**src/rtl/pifo_pkg.sv**
```systemverilog
`default_nettype none
// ============================================================================
// Module   : pifo_pkg
// Brief    : Shared rank/flow types and helpers for the flow-head PIFO scheduler.
// Revision : 1.0
// ============================================================================
package pifo_pkg;

    localparam int RANK_W  = 32;
    localparam int N_FLOWS = 10;

    typedef logic [RANK_W-1:0]  rank_t;
    typedef logic [N_FLOWS-1:0] flow_oh_t;

    function automatic int onehot_to_idx(input flow_oh_t oh);
        int idx;
        idx = 0;
        for (int i = 0; i < N_FLOWS; i++) begin
            if (oh[i]) idx = i;
        end
        return idx;
    endfunction

endpackage
`default_nettype wire

```
**src/rtl/min_select.sv**
```systemverilog
`default_nettype none
// ============================================================================
// Module   : min_select
// Brief    : Combinational unsigned argmin over N (valid, rank) pairs; ties go
//            to the lowest index.
// Revision : 1.0
// ============================================================================
module min_select
    import pifo_pkg::*;
#(
    parameter int N = 10,
    parameter int W = 32
) (
    input  logic [N-1:0] valid_i,
    input  logic [W-1:0] rank_i [N],
    output logic [N-1:0] win_o,
    output logic [W-1:0] win_rank_o,
    output logic         any_o
);

    logic [W-1:0] w_best;
    logic         w_found;

    always_comb begin
        win_o   = '0;
        w_best  = '0;
        w_found = 1'b0;
        // Strict less-than keeps the earliest (lowest-index) flow on a tie.
        for (int i = 0; i < N; i++) begin
            if (valid_i[i] && (!w_found || (rank_i[i] < w_best))) begin
                win_o    = '0;
                win_o[i] = 1'b1;
                w_best   = rank_i[i];
                w_found  = 1'b1;
            end
        end
    end

    assign win_rank_o = w_best;
    assign any_o      = |valid_i;

endmodule
`default_nettype wire

```
**src/rtl/flow_head_scheduler.sv**
```systemverilog
`default_nettype none
// ============================================================================
// Module   : flow_head_scheduler
// Brief    : PIFO built from per-flow FIFOs: head ranks in registers, tails in
//            an external rank store, min-rank head returned on dequeue.
// Revision : 1.0
// ============================================================================
module flow_head_scheduler #(
    parameter int FLOWS  = pifo_pkg::N_FLOWS,
    parameter int SIZE   = 50,
    parameter int RANK_W = pifo_pkg::RANK_W
) (
    input  logic              clk,
    input  logic              rst,
    input  logic              in_valid,
    output logic              in_ready,
    input  logic [RANK_W-1:0] in_rank,
    input  logic [FLOWS-1:0]  in_flow,
    output logic              deq_ready,
    input  logic              deq_req,
    output logic              deq_valid,
    output logic [RANK_W-1:0] deq_rank,
    output logic [FLOWS-1:0]  deq_flow,
    output logic              rs_push,
    output logic [RANK_W-1:0] rs_push_value,
    output logic [FLOWS-1:0]  rs_push_flow,
    output logic              rs_pop,
    output logic [FLOWS-1:0]  rs_pop_flow,
    input  logic [RANK_W-1:0] rs_pop_value,
    input  logic              rs_pop_valid
);

    localparam int CNT_W = $clog2(SIZE + 1);

    logic [FLOWS-1:0]  head_valid_q, head_valid_d;
    logic [RANK_W-1:0] head_rank_q [FLOWS];
    logic [RANK_W-1:0] head_rank_d [FLOWS];
    logic [CNT_W-1:0]  cnt_q [FLOWS];
    logic [CNT_W-1:0]  cnt_d [FLOWS];
    logic              pend_q, pend_d;
    logic [FLOWS-1:0]  pend_flow_q, pend_flow_d;
    logic              deq_valid_q;
    logic [RANK_W-1:0] deq_rank_q;
    logic [FLOWS-1:0]  deq_flow_q;

    logic [FLOWS-1:0]  w_win;
    logic [RANK_W-1:0] w_win_rank;
    logic              w_any;
    logic [CNT_W-1:0]  w_in_cnt, w_win_cnt;
    logic              w_deq_fire, w_enq_fire;

    min_select #(.N(FLOWS), .W(RANK_W)) u_min_select (
        .valid_i    (head_valid_q),
        .rank_i     (head_rank_q),
        .win_o      (w_win),
        .win_rank_o (w_win_rank),
        .any_o      (w_any)
    );

    always_comb begin
        w_in_cnt  = '0;
        w_win_cnt = '0;
        for (int i = 0; i < FLOWS; i++) begin
            if (in_flow[i]) w_in_cnt  = w_in_cnt  | cnt_q[i];
            if (w_win[i])   w_win_cnt = w_win_cnt | cnt_q[i];
        end
    end

    assign in_ready    = (w_in_cnt < CNT_W'(SIZE));
    assign deq_ready   = w_any && !pend_q;
    assign w_deq_fire  = deq_req && deq_ready;
    assign w_enq_fire  = in_valid && in_ready;
    assign rs_pop      = w_deq_fire && (w_win_cnt != '0);
    assign rs_pop_flow = rs_pop ? w_win : '0;

    always_comb begin
        head_valid_d  = head_valid_q;
        head_rank_d   = head_rank_q;
        cnt_d         = cnt_q;
        pend_d        = pend_q;
        pend_flow_d   = pend_flow_q;
        rs_push       = 1'b0;
        rs_push_flow  = '0;
        rs_push_value = '0;
        for (int i = 0; i < FLOWS; i++) begin
            if (w_deq_fire && w_win[i]) begin
                head_valid_d[i] = 1'b0;
                if (cnt_q[i] != '0) cnt_d[i] = cnt_q[i] - 1'b1;
            end
            if (rs_pop_valid && pend_q && pend_flow_q[i]) begin
                head_rank_d[i]  = rs_pop_value;
                head_valid_d[i] = 1'b1;
            end
            // Bypass only when nothing older for this flow sits in the store or in flight.
            if (w_enq_fire && in_flow[i]) begin
                if (!head_valid_d[i] && (cnt_q[i] == '0) && !(pend_q && pend_flow_q[i])) begin
                    head_rank_d[i]  = in_rank;
                    head_valid_d[i] = 1'b1;
                end else begin
                    rs_push       = 1'b1;
                    rs_push_flow  = in_flow;
                    rs_push_value = in_rank;
                    cnt_d[i]      = cnt_d[i] + 1'b1;
                end
            end
        end
        if (rs_pop) begin
            pend_d      = 1'b1;
            pend_flow_d = w_win;
        end else if (rs_pop_valid && pend_q) begin
            pend_d = 1'b0;
        end
    end

    always_ff @(posedge clk or posedge rst) begin
        if (rst) begin
            head_valid_q <= '0;
            for (int i = 0; i < FLOWS; i++) begin
                head_rank_q[i] <= '0;
                cnt_q[i]       <= '0;
            end
            pend_q      <= 1'b0;
            pend_flow_q <= '0;
            deq_valid_q <= 1'b0;
            deq_rank_q  <= '0;
            deq_flow_q  <= '0;
        end else begin
            head_valid_q <= head_valid_d;
            head_rank_q  <= head_rank_d;
            cnt_q        <= cnt_d;
            pend_q       <= pend_d;
            pend_flow_q  <= pend_flow_d;
            deq_valid_q  <= w_deq_fire;
            if (w_deq_fire) begin
                deq_rank_q <= w_win_rank;
                deq_flow_q <= w_win;
            end
        end
    end

    assign deq_valid = deq_valid_q;
    assign deq_rank  = deq_rank_q;
    assign deq_flow  = deq_flow_q;

    a_in_flow_onehot: assert property (@(posedge clk) disable iff (rst)
        in_valid |-> $onehot(in_flow));

endmodule
`default_nettype wire

```
**config.mk**
```make
export PLATFORM = sky130hd
export DESIGN_NAME = flow_head_scheduler
export DESIGN_NICKNAME = d
export VERILOG_FILES = /design/src/rtl/pifo_pkg.sv /design/src/rtl/min_select.sv /design/src/rtl/flow_head_scheduler.sv
export SDC_FILE = /design/constraint.sdc
export NUM_CORES = 2
export LEC_CHECK = 0
export ABC_CLOCK_PERIOD_IN_PS = 33600
export CAP_MARGIN = 10
export CORE_ASPECT_RATIO = 0.9
export CORE_MARGIN = 2
export CORE_UTILIZATION = 55
export DETAILED_ROUTE_END_ITERATION = 10
export PLACE_DENSITY = 0.8
export REMOVE_ABC_BUFFERS = 1
export SYNTH_ARGS = -nofsm -noshare
export SYNTH_HDL_FRONTEND = slang
export SYNTH_SLANG_ARGS = --single-unit
```
**constraint.sdc**
```tcl
create_clock -name clk -period 33.6 [get_ports clk]
set_input_delay 6.72 -clock clk [delete_from_list [all_inputs] [get_ports clk]]
set_output_delay 6.72 -clock clk [all_outputs]
set_load 0.005 [all_outputs]
```
# --- After elaboration in Yosys (flattened, before gate mapping) ---
# Index checks and enable logic that the tools add are counted.
word_totals:
  register_bits: 444
  inputBits: 79
  out_inout_bits: 99
  elab_cells: 432
op_classes:
  n_addsub: 20
  magnitude_cmp: 10
  mux: 222
  bitwise_logic: 18
  reduce_logical: 136
op_table:
  columns: ["op", "count"]
  rows:
  - ["32-bit 2-to-1 mux", 60]
  - ["6-bit 2-to-1 mux", 60]
  - ["10-bit 2-to-1 mux", 30]
  - ["32-bit less-than comparator", 9]
  - ["6-bit bitwise OR", 18]
  - ["1-bit logical AND", 74]
  - ["1-bit 2-to-1 mux", 72]
  - ["6-bit nonzero test", 11]
  - ["6-bit by 1-bit adder with 6-bit output, second input constant", 10]
  - ["6-bit zero test", 10]
  - ["6-bit by 1-bit subtractor with 6-bit output, second input constant", 10]
  - ["1-bit zero test", 30]
  - ["10-bit OR reduction", 1]
  - ["1-bit logical OR", 9]
  - ["6-bit less-than comparator, second input constant", 1]
  - ["2-bit nonzero test", 1]

# --- Longest topological paths before layout ---
logic_depth:
  depth_word: 63
  mapped_depth: 156
  depth_no_buf: 136

# --- Cells and area by module ---
# A second synthesis with hierarchy kept.
hier_totals:
  cells_unflattened: 3904
  hier_area_um2: 33049.2
by_module_without_submodules:
  columns: ["mod", "n_inst", "cells_per_inst", "area_per_inst_um2", "seq_area_each_um2"]
  rows:
  - ["flow_head_scheduler", 1, 2383, 22620.4, 11110.7]
  - ["min_select", 1, 1521, 10428.8, 0.0]

# --- Worst setup path after synthesis ---
# OpenSTA, ideal clock, no wires.
synth_timing:
  path_kind: "register to output"
  start: "register head_valid_q[0]"
  end: "output port rs_push_flow[5]"
  arrival_time_ns: 26.700
  t_required_ns: 26.880
  path_slack_ns: 0.180
  stages_incl_launch_ff: 146
  path_buffers: 19
  path_cell_list: "dfrtp_1 -> clkbuf_1 -> clkbuf_1 -> nand2_1 -> ha_1 -> nand4_1 -> nor2_1 -> nor4b_2 -> a41oi_1 -> nor2_1 -> clkbuf_1 -> clkbuf_1 -> nor2_1 -> a21oi_1 -> ha_1 -> a2111oi_0 -> a21oi_1 -> nor4b_2 -> (+110 left out) -> nor2b_1 -> o21ai_0 -> nand2b_1 -> a21oi_1 -> nand2_1 -> nand3_1 -> a31o_2 -> a31oi_1 -> nor2_1 -> inv_1 -> o21ai_0 -> a211o_1 -> buf_6 -> o21ai_1 -> a21oi_1 -> nor3_1 -> buf_2 -> a21oi_1"
synth_via:
  elab_chain_len: 63
  word_cells_on_any_way: 147
  classes_between: "9 x order compare; 68 x mux; 70 x reduce/logical"
synth_lines:
  columns: ["item", "line", "source"]
  rows:
  - ["start: declaration", "flow_head_scheduler.sv:35", "logic [FLOWS-1:0] head_valid_q, head_valid_d;"]
  - ["start signal: assignment", "flow_head_scheduler.sv:128", "head_valid_q <= head_valid_d;"]
  - ["32-bit 2-to-1 mux or 1-bit 2-to-1 mux (tied branches)", "min_select.sv:30", "if (valid_i[i] && (!w_found || (rank_i[i] < w_best))) begin"]
  - ["32-bit less-than comparator or 1-bit zero test (tied branches)", "min_select.sv:30", null]
  - ["1-bit logical OR", "min_select.sv:30", null]
  - ["1-bit logical AND", "min_select.sv:30", null]
  - ["32-bit 2-to-1 mux or 1-bit 2-to-1 mux (tied branches)", "min_select.sv:30", null]
  - ["32-bit less-than comparator or 1-bit zero test (tied branches)", "min_select.sv:30", null]
  - ["1-bit logical OR", "min_select.sv:30", null]
  - ["1-bit logical AND", "min_select.sv:30", null]
  - ["(+47 left out)", null, null]
  - ["10-bit 2-to-1 mux", "flow_head_scheduler.sv:96", "if (!head_valid_d[i] && (cnt_q[i] == '0) && !(pend_q && pend_flow_q[i])) begin"]
  - ["10-bit 2-to-1 mux", "flow_head_scheduler.sv:95", "if (w_enq_fire && in_flow[i]) begin"]
  - ["10-bit 2-to-1 mux", "flow_head_scheduler.sv:96", null]
  - ["10-bit 2-to-1 mux", "flow_head_scheduler.sv:95", null]
  - ["10-bit 2-to-1 mux", "flow_head_scheduler.sv:96", null]
  - ["10-bit 2-to-1 mux", "flow_head_scheduler.sv:95", null]
  - ["10-bit 2-to-1 mux", "flow_head_scheduler.sv:96", null]
  - ["10-bit 2-to-1 mux (*)", "flow_head_scheduler.sv:95", null]
  - ["end: declaration", "flow_head_scheduler.sv:26", "output logic [FLOWS-1:0] rs_push_flow,"]
# Mark *: on every way between the ends. The rest lies on a longest branch, timed or not.

# --- Final worst setup path ---
layout_timing:
  start: "register head_valid_q[0]"
  end: "output port rs_push_value[13]"
layout_via:
  elab_chain_len: 63
  word_cells_on_any_way: 147
  classes_between: "9 x order compare; 68 x mux; 70 x reduce/logical"
layout_lines:
  columns: ["item", "line", "source"]
  rows:
  - ["32-bit 2-to-1 mux or 1-bit 2-to-1 mux (tied branches)", "min_select.sv:30", null]
  - ["32-bit less-than comparator or 1-bit zero test (tied branches)", "min_select.sv:30", null]
  - ["1-bit logical OR", "min_select.sv:30", null]
  - ["1-bit logical AND", "min_select.sv:30", null]
  - ["32-bit 2-to-1 mux or 1-bit 2-to-1 mux (tied branches)", "min_select.sv:30", null]
  - ["32-bit less-than comparator or 1-bit zero test (tied branches)", "min_select.sv:30", null]
  - ["1-bit logical OR", "min_select.sv:30", null]
  - ["1-bit logical AND", "min_select.sv:30", null]
  - ["(+47 left out)", null, null]
  - ["32-bit 2-to-1 mux", "flow_head_scheduler.sv:96", null]
  - ["32-bit 2-to-1 mux", "flow_head_scheduler.sv:95", null]
  - ["32-bit 2-to-1 mux", "flow_head_scheduler.sv:96", null]
  - ["32-bit 2-to-1 mux", "flow_head_scheduler.sv:95", null]
  - ["32-bit 2-to-1 mux", "flow_head_scheduler.sv:96", null]
  - ["32-bit 2-to-1 mux", "flow_head_scheduler.sv:95", null]
  - ["32-bit 2-to-1 mux", "flow_head_scheduler.sv:96", null]
  - ["32-bit 2-to-1 mux (*)", "flow_head_scheduler.sv:95", null]
  - ["end: declaration", "flow_head_scheduler.sv:25", "output logic [RANK_W-1:0] rs_push_value,"]
# Marked as above.

==> summary.md <==
| Metric | Value |
|---|---|
| CTS Buf Count | 50 |
| Simple-gate share of the synthesized area | 0.1587 |
| Area Growth Syn to Fin | 21.07% |
| Largest family of logic cells by synthesized area | multiplexers |
| Maximum root-to-sink buffer count | 3 |
| Layout cells sized above 1 | 0.1764 |
| Nets | 4509 |
| Outcome | completed |
| Post-synthesis mux area share | 0.1705 |
| Core area | 60090 µm² |
| R2r setup slk | 7.25 ns |
| Fmax | 30.18 MHz |
| Area of the multi-input gates | 21700 µm² |
| Largest net degree at the start of global routing | 104 |
| Clk_skew | 0.01568 ns |
| Post-synth ARST share | 1.000 |
| Slowest Stage Delay on Critical Path | 0.49 ns |
| Dominant synthesized flop cell | dfrtp_1 |
| Synth warn | 0 |
| Worst hold path class | reg -> reg |
| Routed len/inst | 23.46 µm |
| Die area | 63140 µm² |
| Root Driver | clkbuf_16 |
| First-pass DRT Iterations | 9 |
| RSZ-0062 raised after global routing | true |
| Register area share after synthesis | 0.3304 |
| Residual DRC | 0 |
| Startpoint types | flop |
| # hold bufs at CTS | 0 |
| WL met1 | 45.83 mm |
| Total number of vias | 31560 |
| FP Rows | 85 |
| Critical Path End Type | output port |
| Routed wire length | 116.0 mm |
| Clock transition at the registers of the reported paths | 0.07 ns |
| Initial antenna violation count | 0 |
| Unique masters post-synth | 100 |
| GP Congestion | 1.028 |
| Clk_lat worst skew | 0.61 ns |
| Gr usage total | 0.3452 |
| # H-tree levels | 2 |
| Iter 0 DRT Violations | 3616 |
| Yosys top cell by area | dfrtp_1 |
| Synth area leaders | dfrtp_1 33%, ha_1 11%, mux2i_1 10%, mux2_2 6.6%, nand2_1 6.2% |
| Grt total ovfl | 0 |
| Port bufs | 177 |
| Tmin final | 33.14 ns |
| CTS tree | yes |
| Final core occ | 0.6776 |
| Top sig layer | met5 |
| Slew @ Worst Pin | 1.275 ns |
| Hpwl dp | 79.57 mm |
| Post-synth top area share | 0.3304 |
| Mean Syn Cell Area | 8.685 µm² |
| Vias/cell | 6.383 |
| Crit share post-route | 0.9863 |
| Design Area, Final | 40710 µm² |
| Critical path required time | 26.88 ns |
| Slew HR | 0.1486 |
| Post-Syn Area | 33630 µm² |
| CTS sink count | 444 |
| #FFs+latches synth | 444 |
| Vias in the first global route | 30100 |
| Post-synth EDFFs | 0 |
| Compound-Gate Fraction of Synth Area | 0.1566 |
| Die span in y | 238.6 µm |
| Max FO, Critical Path | 19 |
| Total area of sequential cells | 11110 µm² |
| Max_cap viols | 0 |
| Placement Cell Area | 37210 µm² |
| I/O Pins | 178 |
| N_diodes | 0 |
| Starting Density | 0.5596 |
| Final setup fails | 0 |
| Post-synthesis adder-cell area fraction | 0.1141 |
| Synth Instances | 3872 |
| Met3 WL | 12.74 mm |
| Worst endpoint data arrival time | 26.42 ns |
| ANT nets after route | 0 |
| Global-route wire length before repair | 170.7 mm |
| CP Class | reg -> out |
| Filler cells | 4497 |
| Final hold vios | 0 |
| Max Transition Viols Final | 0 |
| Top cell by count, worst path | a21o_1 |
| XOR/XNOR share of the synthesized area | 0.01455 |
| Die width | 264.6 µm |
| CP max stage cell | dfrtp_2 |
| Metal2 WL | 51.63 mm |
sequential cells by signal, summed over array words and instances (netlist names):
name and flops:
cnt_q 60, deq_flow 10, deq_rank 32, deq_valid 1, head_rank_q 320, head_valid_q 10
pend_flow_q 10, pend_q 1
final cells by class:
| type | instances | share of cell area |
|---|---|---|
| Clock buffer | 73 | 0.03657 |
| Clock inverter | 17 | 0.004917 |
| Inverter | 239 | 0.02240 |
| Multi-Input combinational cell | 2946 | 0.5330 |
| Sequential cell | 444 | 0.2729 |
| Tap cell | 783 | 0.02406 |
| Timing Repair Buffer | 442 | 0.1058 |
| Timing Repair inverter | 1 | 0.0002766 |
synthesized netlist by cell type, types with 24 or more instances:
cell type  count
a21boi_1      41
a21o_1        68
a21oi_1      202
and2_1        24
buf_1         50
clkbuf_1     176
dfrtp_1      444
ha_1         306
inv_1        238
mux2_2       196
mux2i_1      350
nand2_1      553
nand3_1       66
nand4_1       85
nor2_1       222
nor2b_1       29
nor3_1        40
nor4_1        29
o21ai_0      389
xnor2_1       32
logic make-up after synthesis:
| family | Yosys count |
|---|---|
| DFF | 444 |
| xor gates and xnor gates | 55 |
| and+or+nand+nor | 1155 |
| adders and majority gates | 307 |
| AOI/OAI and AO/OA | 880 |
| buffers and inverters | 484 |
| muxes | 547 |
cell usage in the layout (no fill, tap or decap), types with 18 or more instances in the layout:
| master | netlist | routed |
|---|---|---|
| a21boi_1 | 41 | 40 |
| o21ai_0 | 389 | 348 |
| nor4_1 | 29 | 25 |
| buf_12 | 0 | 18 |
| a21oi_2 | 0 | 19 |
| ha_1 | 306 | 292 |
| clkbuf_16 | 0 | 63 |
| nand4_1 | 85 | 85 |
| mux2_2 | 196 | 194 |
| o21ai_1 | 12 | 37 |
| o211ai_1 | 18 | 18 |
| nand2b_1 | 22 | 22 |
| xor2_1 | 22 | 22 |
| and2_1 | 24 | 24 |
| dfrtp_1 | 444 | 443 |
| inv_1 | 238 | 234 |
| xnor2_1 | 32 | 32 |
| nor2_1 | 222 | 210 |
| nand3_1 | 66 | 63 |
| clkdlybuf4s50_1 | 0 | 171 |
| buf_4 | 0 | 221 |
| mux2i_1 | 350 | 345 |
| a21oi_1 | 202 | 176 |
| nand2_1 | 553 | 534 |
| a21o_1 | 68 | 67 |
| nor3_1 | 40 | 33 |
| nor2b_1 | 29 | 29 |
per-layer routing:
metal / up-vias / track usage
met3: 398 / 0.07746
met4: 2 / 0.1469
li1: 14210 / -
met5: - / 0
met1: 15210 / 0.4541
met2: 1737 / 0.5490
metrics by stage:
stage          worst slack (ns)  TNS, ns  hold slack [ns]  cells
2_1_floorplan            -6.383  -399.60           0.4628   3627
3_3_place_gp             0.1489        0           0.4525   4794
3_5_place_dp            -0.1395   -2.348           0.4569   4795
4_1_cts                 0.06779        0           0.4724   4889
5_1_grt                 -0.4951   -20.12           0.5000   4945
6_report                 0.4611        0           0.4670   4945
critical path, delay by kind of cell, from the launching register on:
kind	cells	cell delay [ns]
compound gates	70	12.27
fa+ha+maj	9	2.28
buf+inv	30	4.56
simple gates	32	4.59
flops	1	0.49
mux	5	1.49
final timing paths:
check,from,endpoint,depth (start not counted)
worst max-delay path,head_valid_q[0]$_DFF_PP0_,rs_push_value[13],146
worst min-delay path,deq_rank[23]$_DFFE_PP0P_,deq_rank[23]$_DFFE_PP0P_,2
worst max register to register,head_valid_q[0]$_DFF_PP0_,head_rank_q[117]$_DFF_PP0_,145
worst min register to register,deq_rank[23]$_DFFE_PP0P_,deq_rank[23]$_DFFE_PP0P_,2
max in group asynchronous,rst,deq_rank[2]$_DFFE_PP0P_,4
min in group asynchronous,rst,deq_rank[17]$_DFFE_PP0P_,2
what timing repair did:
action | in CTS | in global routing
cloned | 1 | 15
pin swaps | 3 | 70
buffers inserted | 3 | 40
resized for setup | 18 | 237
setup endpoints to repair | 54 | 54
Power is left out: the tool's default activity adds up to more than one toggle a clock period on the data nets, which glitch-free logic cannot reach.
